<file path="src/rtl/hilo_mult_ctrl.sv">
// HI/LO multiply issue/writeback controller: feeds an external pipelined unsigned
// multiplier with operand magnitudes, waits out its latency, then sign-corrects into HI/LO.
module hilo_mult_ctrl #(
  parameter int unsigned MUL_LATENCY = 2
) (
  input  logic        clk,
  input  logic        reset_n,
  input  logic        op_valid,
  output logic        op_ready,
  input  logic [2:0]  op_code,
  input  logic [31:0] op_a,
  input  logic [31:0] op_b,
  output logic [31:0] mul_a,
  output logic [31:0] mul_b,
  input  logic [63:0] mul_r,
  output logic        busy,
  output logic [31:0] hi,
  output logic [31:0] lo
);

  localparam logic [1:0] S_IDLE = 2'd0;
  localparam logic [1:0] S_WAIT = 2'd1;
  localparam logic [1:0] S_WB   = 2'd2;

  localparam logic [2:0] OP_MULT  = 3'd0;
  localparam logic [2:0] OP_MULTU = 3'd1;
  localparam logic [2:0] OP_MTHI  = 3'd2;
  localparam logic [2:0] OP_MTLO  = 3'd3;

  localparam logic [1:0] CNT_LAST = 2'(MUL_LATENCY - 1);

  logic [1:0]  state_q, state_d;
  logic [1:0]  cnt_q, cnt_d;
  logic        neg_q, neg_d;
  logic [31:0] mul_a_q, mul_a_d;
  logic [31:0] mul_b_q, mul_b_d;
  logic [31:0] hi_q, hi_d;
  logic [31:0] lo_q, lo_d;

  logic        accept;
  logic [31:0] abs_a;
  logic [31:0] abs_b;
  logic [63:0] prod_fix;

  assign op_ready = reset_n && (state_q == S_IDLE);
  assign accept   = op_valid && op_ready;
  assign busy     = (state_q != S_IDLE);

  // 0x80000000 negates to itself, which is the correct unsigned magnitude.
  assign abs_a    = op_a[31] ? (~op_a + 32'd1) : op_a;
  assign abs_b    = op_b[31] ? (~op_b + 32'd1) : op_b;
  assign prod_fix = neg_q ? (~mul_r + 64'd1) : mul_r;

  always_comb begin
    state_d = state_q;
    cnt_d   = cnt_q;
    neg_d   = neg_q;
    mul_a_d = mul_a_q;
    mul_b_d = mul_b_q;
    hi_d    = hi_q;
    lo_d    = lo_q;
    case (state_q)
      S_IDLE: begin
        if (accept) begin
          case (op_code)
            OP_MULT: begin
              mul_a_d = abs_a;
              mul_b_d = abs_b;
              neg_d   = op_a[31] ^ op_b[31];
              cnt_d   = 2'd0;
              state_d = S_WAIT;
            end
            OP_MULTU: begin
              mul_a_d = op_a;
              mul_b_d = op_b;
              neg_d   = 1'b0;
              cnt_d   = 2'd0;
              state_d = S_WAIT;
            end
            OP_MTHI: hi_d = op_a;
            OP_MTLO: lo_d = op_a;
            default: ;
          endcase
        end
      end
      S_WAIT: begin
        cnt_d = cnt_q + 2'd1;
        if (cnt_q == CNT_LAST) begin
          state_d = S_WB;
        end
      end
      S_WB: begin
        hi_d    = prod_fix[63:32];
        lo_d    = prod_fix[31:0];
        state_d = S_IDLE;
      end
      default: state_d = S_IDLE;
    endcase
  end

  always_ff @(posedge clk) begin
    if (!reset_n) begin
      state_q <= S_IDLE;
      cnt_q   <= 2'd0;
      neg_q   <= 1'b0;
      mul_a_q <= 32'd0;
      mul_b_q <= 32'd0;
      hi_q    <= 32'd0;
      lo_q    <= 32'd0;
    end else begin
      state_q <= state_d;
      cnt_q   <= cnt_d;
      neg_q   <= neg_d;
      mul_a_q <= mul_a_d;
      mul_b_q <= mul_b_d;
      hi_q    <= hi_d;
      lo_q    <= lo_d;
    end
  end

  assign mul_a = mul_a_q;
  assign mul_b = mul_b_q;
  assign hi    = hi_q;
  assign lo    = lo_q;

endmodule

</file>
<file path="config.mk">
export PLATFORM = sky130hd
export DESIGN_NAME = hilo_mult_ctrl
export DESIGN_NICKNAME = d
export VERILOG_FILES = /design/src/rtl/hilo_mult_ctrl.sv
export SDC_FILE = /design/constraint.sdc
export NUM_CORES = 1
export LEC_CHECK = 0
export CORE_MARGIN = 10
export CORE_UTILIZATION = 51
export DETAILED_ROUTE_END_ITERATION = 8
export PLACE_DENSITY = 0.87
export SLEW_MARGIN = 20
export SYNTH_ARGS = -nofsm -noshare
export SYNTH_HDL_FRONTEND = slang
export SYNTH_SLANG_ARGS = --single-unit
</file>
<file path="constraint.sdc">
create_clock -name clk -period 8.55 [get_ports clk]
set_input_delay 1.71 -clock clk [delete_from_list [all_inputs] [get_ports clk]]
set_output_delay 1.71 -clock clk [all_outputs]
set_load 0.1 [all_outputs]
</file>
[Word-level counts from Yosys, hierarchy flattened]
Cells that the tools add are included.
Storage, ports and cells
  register bits after elaboration: 133
  latch bits: 0
  memory bits (writable): 0
  bits in read-only memories: 0
  bits of input ports: 134
  output and inout port bits: 130
  memories kept: 0
Operators by class
  add/subtract/negate cells: 4
  $mul: 0
  divide/modulo/power cells: 0
  $lt $le $gt $ge: 0
  equal/unequal tests: 11
  shift-type cells: 0
  mux-type cells: 19
  bitwise gates (word level): 4
  reduce and logical (&&, ||, !) cells: 14
Operator list (count)
  32-bit one-hot mux with 2 select lines: 4
  32-bit 2-to-1 mux: 6
  32-bit by 1-bit adder with 32-bit output (second input constant): 2
  64-bit by 1-bit adder with 64-bit output (second input constant): 1
  64-bit 2-to-1 mux: 1
  32-bit NOT: 2
  64-bit NOT: 1
  3-bit AND reduction: 5
  2-bit 2-to-1 mux: 5
  2-bit one-hot mux with 2 select lines: 2
  2-bit nonzero test: 4
  3-bit by 2-bit == test with 1-bit output (second input constant): 2
  2-bit != test (second input constant): 3
  2-bit by 1-bit == test with 1-bit output (second input constant): 2
  2-bit by 1-bit != test with 1-bit output (second input constant): 2
  3-bit by 1-bit == test with 1-bit output (second input constant): 1
  3-bit zero test: 1
  2-bit by 1-bit adder with 2-bit output (second input constant): 1
  2-bit == test (second input constant): 1
  1-bit logical AND: 2
  2-bit zero test: 1
  1-bit one-hot mux with 2 select lines: 1
  2-bit OR reduction: 1
  1-bit bitwise XOR: 1

[Longest topological paths before layout]
  depth in word-level cells: 5
  gate-level depth with buffers: 10

[Least setup slack after synthesis]
OpenSTA, ideal clock, no wires.
  path kind: input port to output port
  from: in reset_n
  to: out op_ready
  arrival: 3.051 ns
  data required time: 6.840 ns
  slack: 3.789 ns
  cell stages on the path: 2
  path through: nand2b_1 -> nor2_1
Between the ends
  longest elaborated chain between the ends: 1
Ends and longest elaborated chain
  start: declaration: line 7  | input logic reset_n,
  1-bit logical AND: line 45  | assign op_ready = reset_n && (state_q == S_IDLE);
  end: declaration: line 9  | output logic op_ready,
No other way between the ends.

[Final worst setup path]
Ends and elaborated chain as after synthesis.

==> results.cfg <==
[status]
status = complete, no violations

[layout]
postLayoutCoreUtil_pct = 73.2
drive_gt1_share_pct = 6.04
nNetsFinal = 1433
antenna_cells = 0
syn_to_final_growth_pct = 39.9

[yosys]
synth_edf_count = 0
ys_warn_count = 0
synth_cell_types = 77
ys_seq_area_share_pct = 31.9
synth_cells = 1080
synthArstFlopShare_pct = 0
synth_fp_nets = 1218
synth.avg_cell_area_um2 = 7.73
synth_area_mm2 = 0.00834
ys.flop_type = dfxtp_1
ys_seq_elements = 133

[routing]
wl_met2_um = 16200
wl_met1_um = 13000
highest_layer = met5
viasPerCell = 6.33
wl_um = 35100
drc_errors = 0
drt_iter0_drc = 1235
num_vias = 9640
wl_per_cell_um = 23.1
drtPass1Iterations = 7
met3_length_um = 4550
antenna_left = 0

[global_route]
grt_max_degree = 103
grt_pass1_vias = 9290
antenna_found_initial = 1
grt_overflow = 0
grt_pass1_wl_um = 53500
grt_util_all_layers_pct = 30.9

[cts]
htree_levels = 4
clkSlewWorstSetupHoldPaths_ns = 0.06
cts_tree = yes
clock-sinks = 133
post_cts_buffers = 0
cts_made_buffers = 17
ctsRootBufferMaster = clkbuf_16
clk_latency_ns = 0.43
cts_resized = 0
clock_path_buffers = 2
hold_buffers = 0

[power]
power_density_mw_per_mm2 = 159
max-vdd-ir-drop_mv = 0.133
p_leak_nw = 3.99

[placement]
dp_worst_setup_slack_ns = 3.69
portBuffers = 263
dp_hpwl_um = 26300
gp_congestion = 1.03

[sta]
max_freq_ghz = 0.205
tightest_slew_ns = 1.10
setup_ws_ns = 3.68
rsz0062_at_grt = no
hold_viol = 0
fin_skew_ns = 0.00963
relSlewSlack_pct = 26.4
period_minus_slack_ns = 4.87
min_period_over_period_pct = 57.0
final_max_slew_viol_count = 0
fin_tns_setup_ns = 0
setup_violations = 0

[critical_path]
end_kind = output port
critPathMaxFanout = 3
worstPathRequired_ns = 6.84
crit_arrival_ns = 3.16
crit_type = in2out
worst_setup_path_start_kind = input port
worstRegToRegCells = 7

[floorplanning]
die_area_mm2 = 0.0219
initial_utilization_pct = 52.3
coreArea_mm2 = 0.0159
io_pins = 264
die_h_um = 148
row_count = 46
die-width_um = 148

[worst_hold_path]
min_delay_path_depth = 2
hold_path.class = reg2reg

[job]
cap_violations = 0
-- registers in the layout (all words and copies together), names as in the netlist --
name,flops
state_q,2
mul_b,32
cnt_q,2
hi,32
lo,32
mul_a,32
neg_q,1
-- power breakdown --
group / total [W] / internal (W) / switching, W
logic: 0.000411 / 0.000136 / 0.000275
clock network: 0.000798 / 0.000511 / 0.000287
registers: 0.000648 / 0.000637 / 0.0000104
total: 0.00186 / 0.00128 / 0.000573
-- cells in the mapped netlist (5+ instances only) --
cell / number / area [um^2]
a31oi_1: 8 / 50.1
a211oi_1: 37 / 278
xor2_1: 60 / 526
nand3_1: 36 / 180
nor2_1: 122 / 458
xnor2_1: 36 / 315
nand4_1: 9 / 56.3
nand2b_1: 9 / 56.3
buf_1: 10 / 37.5
o31ai_1: 30 / 225
mux2_2: 7 / 78.8
nand2_1: 77 / 289
inv_1: 15 / 56.3
clkbuf_1: 63 / 236
o21ai_0: 91 / 455
or4_1: 19 / 143
o211ai_1: 11 / 82.6
o221ai_1: 10 / 87.6
nor3_1: 28 / 140
o22ai_1: 7 / 43.8
dfxtp_1: 133 / 2660
or3_1: 24 / 150
and3_1: 6 / 37.5
o41ai_1: 12 / 105
a21oi_1: 87 / 435
mux2i_1: 16 / 160
nor4_1: 18 / 113
or2_2: 5 / 31.3
-- cell families after synthesis --
logic type      after synthesis  share of synthesized area [%]
compound gates              338                           26.1
simple gates                390                           23.7
xor+xnor                     96                           10.1
flops                       133                           31.9
fa+ha+maj                     4                          0.600
buf+inv                      95                           4.50
mux                          24                           3.04
-- layout make-up --
type / count / area [um^2]
multi-input cells: 852 / 5320
clock inverters: 12 / 173
fillers: 1292 / 4270
flip-flops and latches: 133 / 2660
repair buffers: 274 / 2710
well taps: 216 / 270
clock buffers: 20 / 467
inverters: 17 / 63.8
-- per-stage QoR --
stage / hold WS, ns / total power, W / instances / area [um^2]
5_1_grt: 0.489 / 0.00191 / 1524 / 11700
3_3_place_gp: 0.435 / 0.00106 / 1492 / 11000
6_report: 0.458 / 0.00186 / 1524 / 11700
3_5_place_dp: 0.447 / 0.00106 / 1492 / 11000
4_1_cts: 0.458 / 0.00186 / 1524 / 11700
2_1_floorplan: 0.454 / 0.000896 / 1080 / 8340
-- path summary, 6_finish.rpt --
kind	endpoint	start	slack, ns
setup / recovery	op_ready	reset_n	3.68
hold / removal	lo[30]	lo[30]	0.46
setup reg to reg	hi[2]	neg_q	5.72
hold reg to reg	lo[30]	lo[30]	0.46
-- cells in the final DEF (no fill, tap or decap), types with 5 or more instances in the layout --
cell type / n
nand2_1: 77
o41ai_1: 12
o221ai_1: 10
dfxtp_1: 132
nor2_1: 122
clkdlybuf4s50_1: 262
nand4_1: 9
o21ai_0: 91
and3_1: 6
nand2b_1: 9
a21oi_1: 87
nand3_1: 36
or2_2: 5
a211oi_1: 37
mux2_2: 7
or4_1: 19
o31ai_1: 30
buf_4: 11
inv_1: 15
mux2i_1: 16
nor3_1: 27
clkbuf_16: 17
or3_1: 24
a31oi_1: 8
xnor2_1: 36
o22ai_1: 7
o211ai_1: 11
xor2_1: 60
nor4_1: 18
-- worst max-delay path: stages --
cell and delay (ns):
buf_2 0.10, nand2b_1 0.07, nor2_1 0.13, clkdlybuf4s50_1 1.16
-- per-layer routing --
layer | up-vias | global-route usage (%)
met2 | 607 | 50.1
met4 | 2 | 12.2
met3 | 93 | 12.0
li1 | 4431 | -
met1 | 4507 | 35.8
met5 | - | 0
Power figures use the tool's default switching activity.
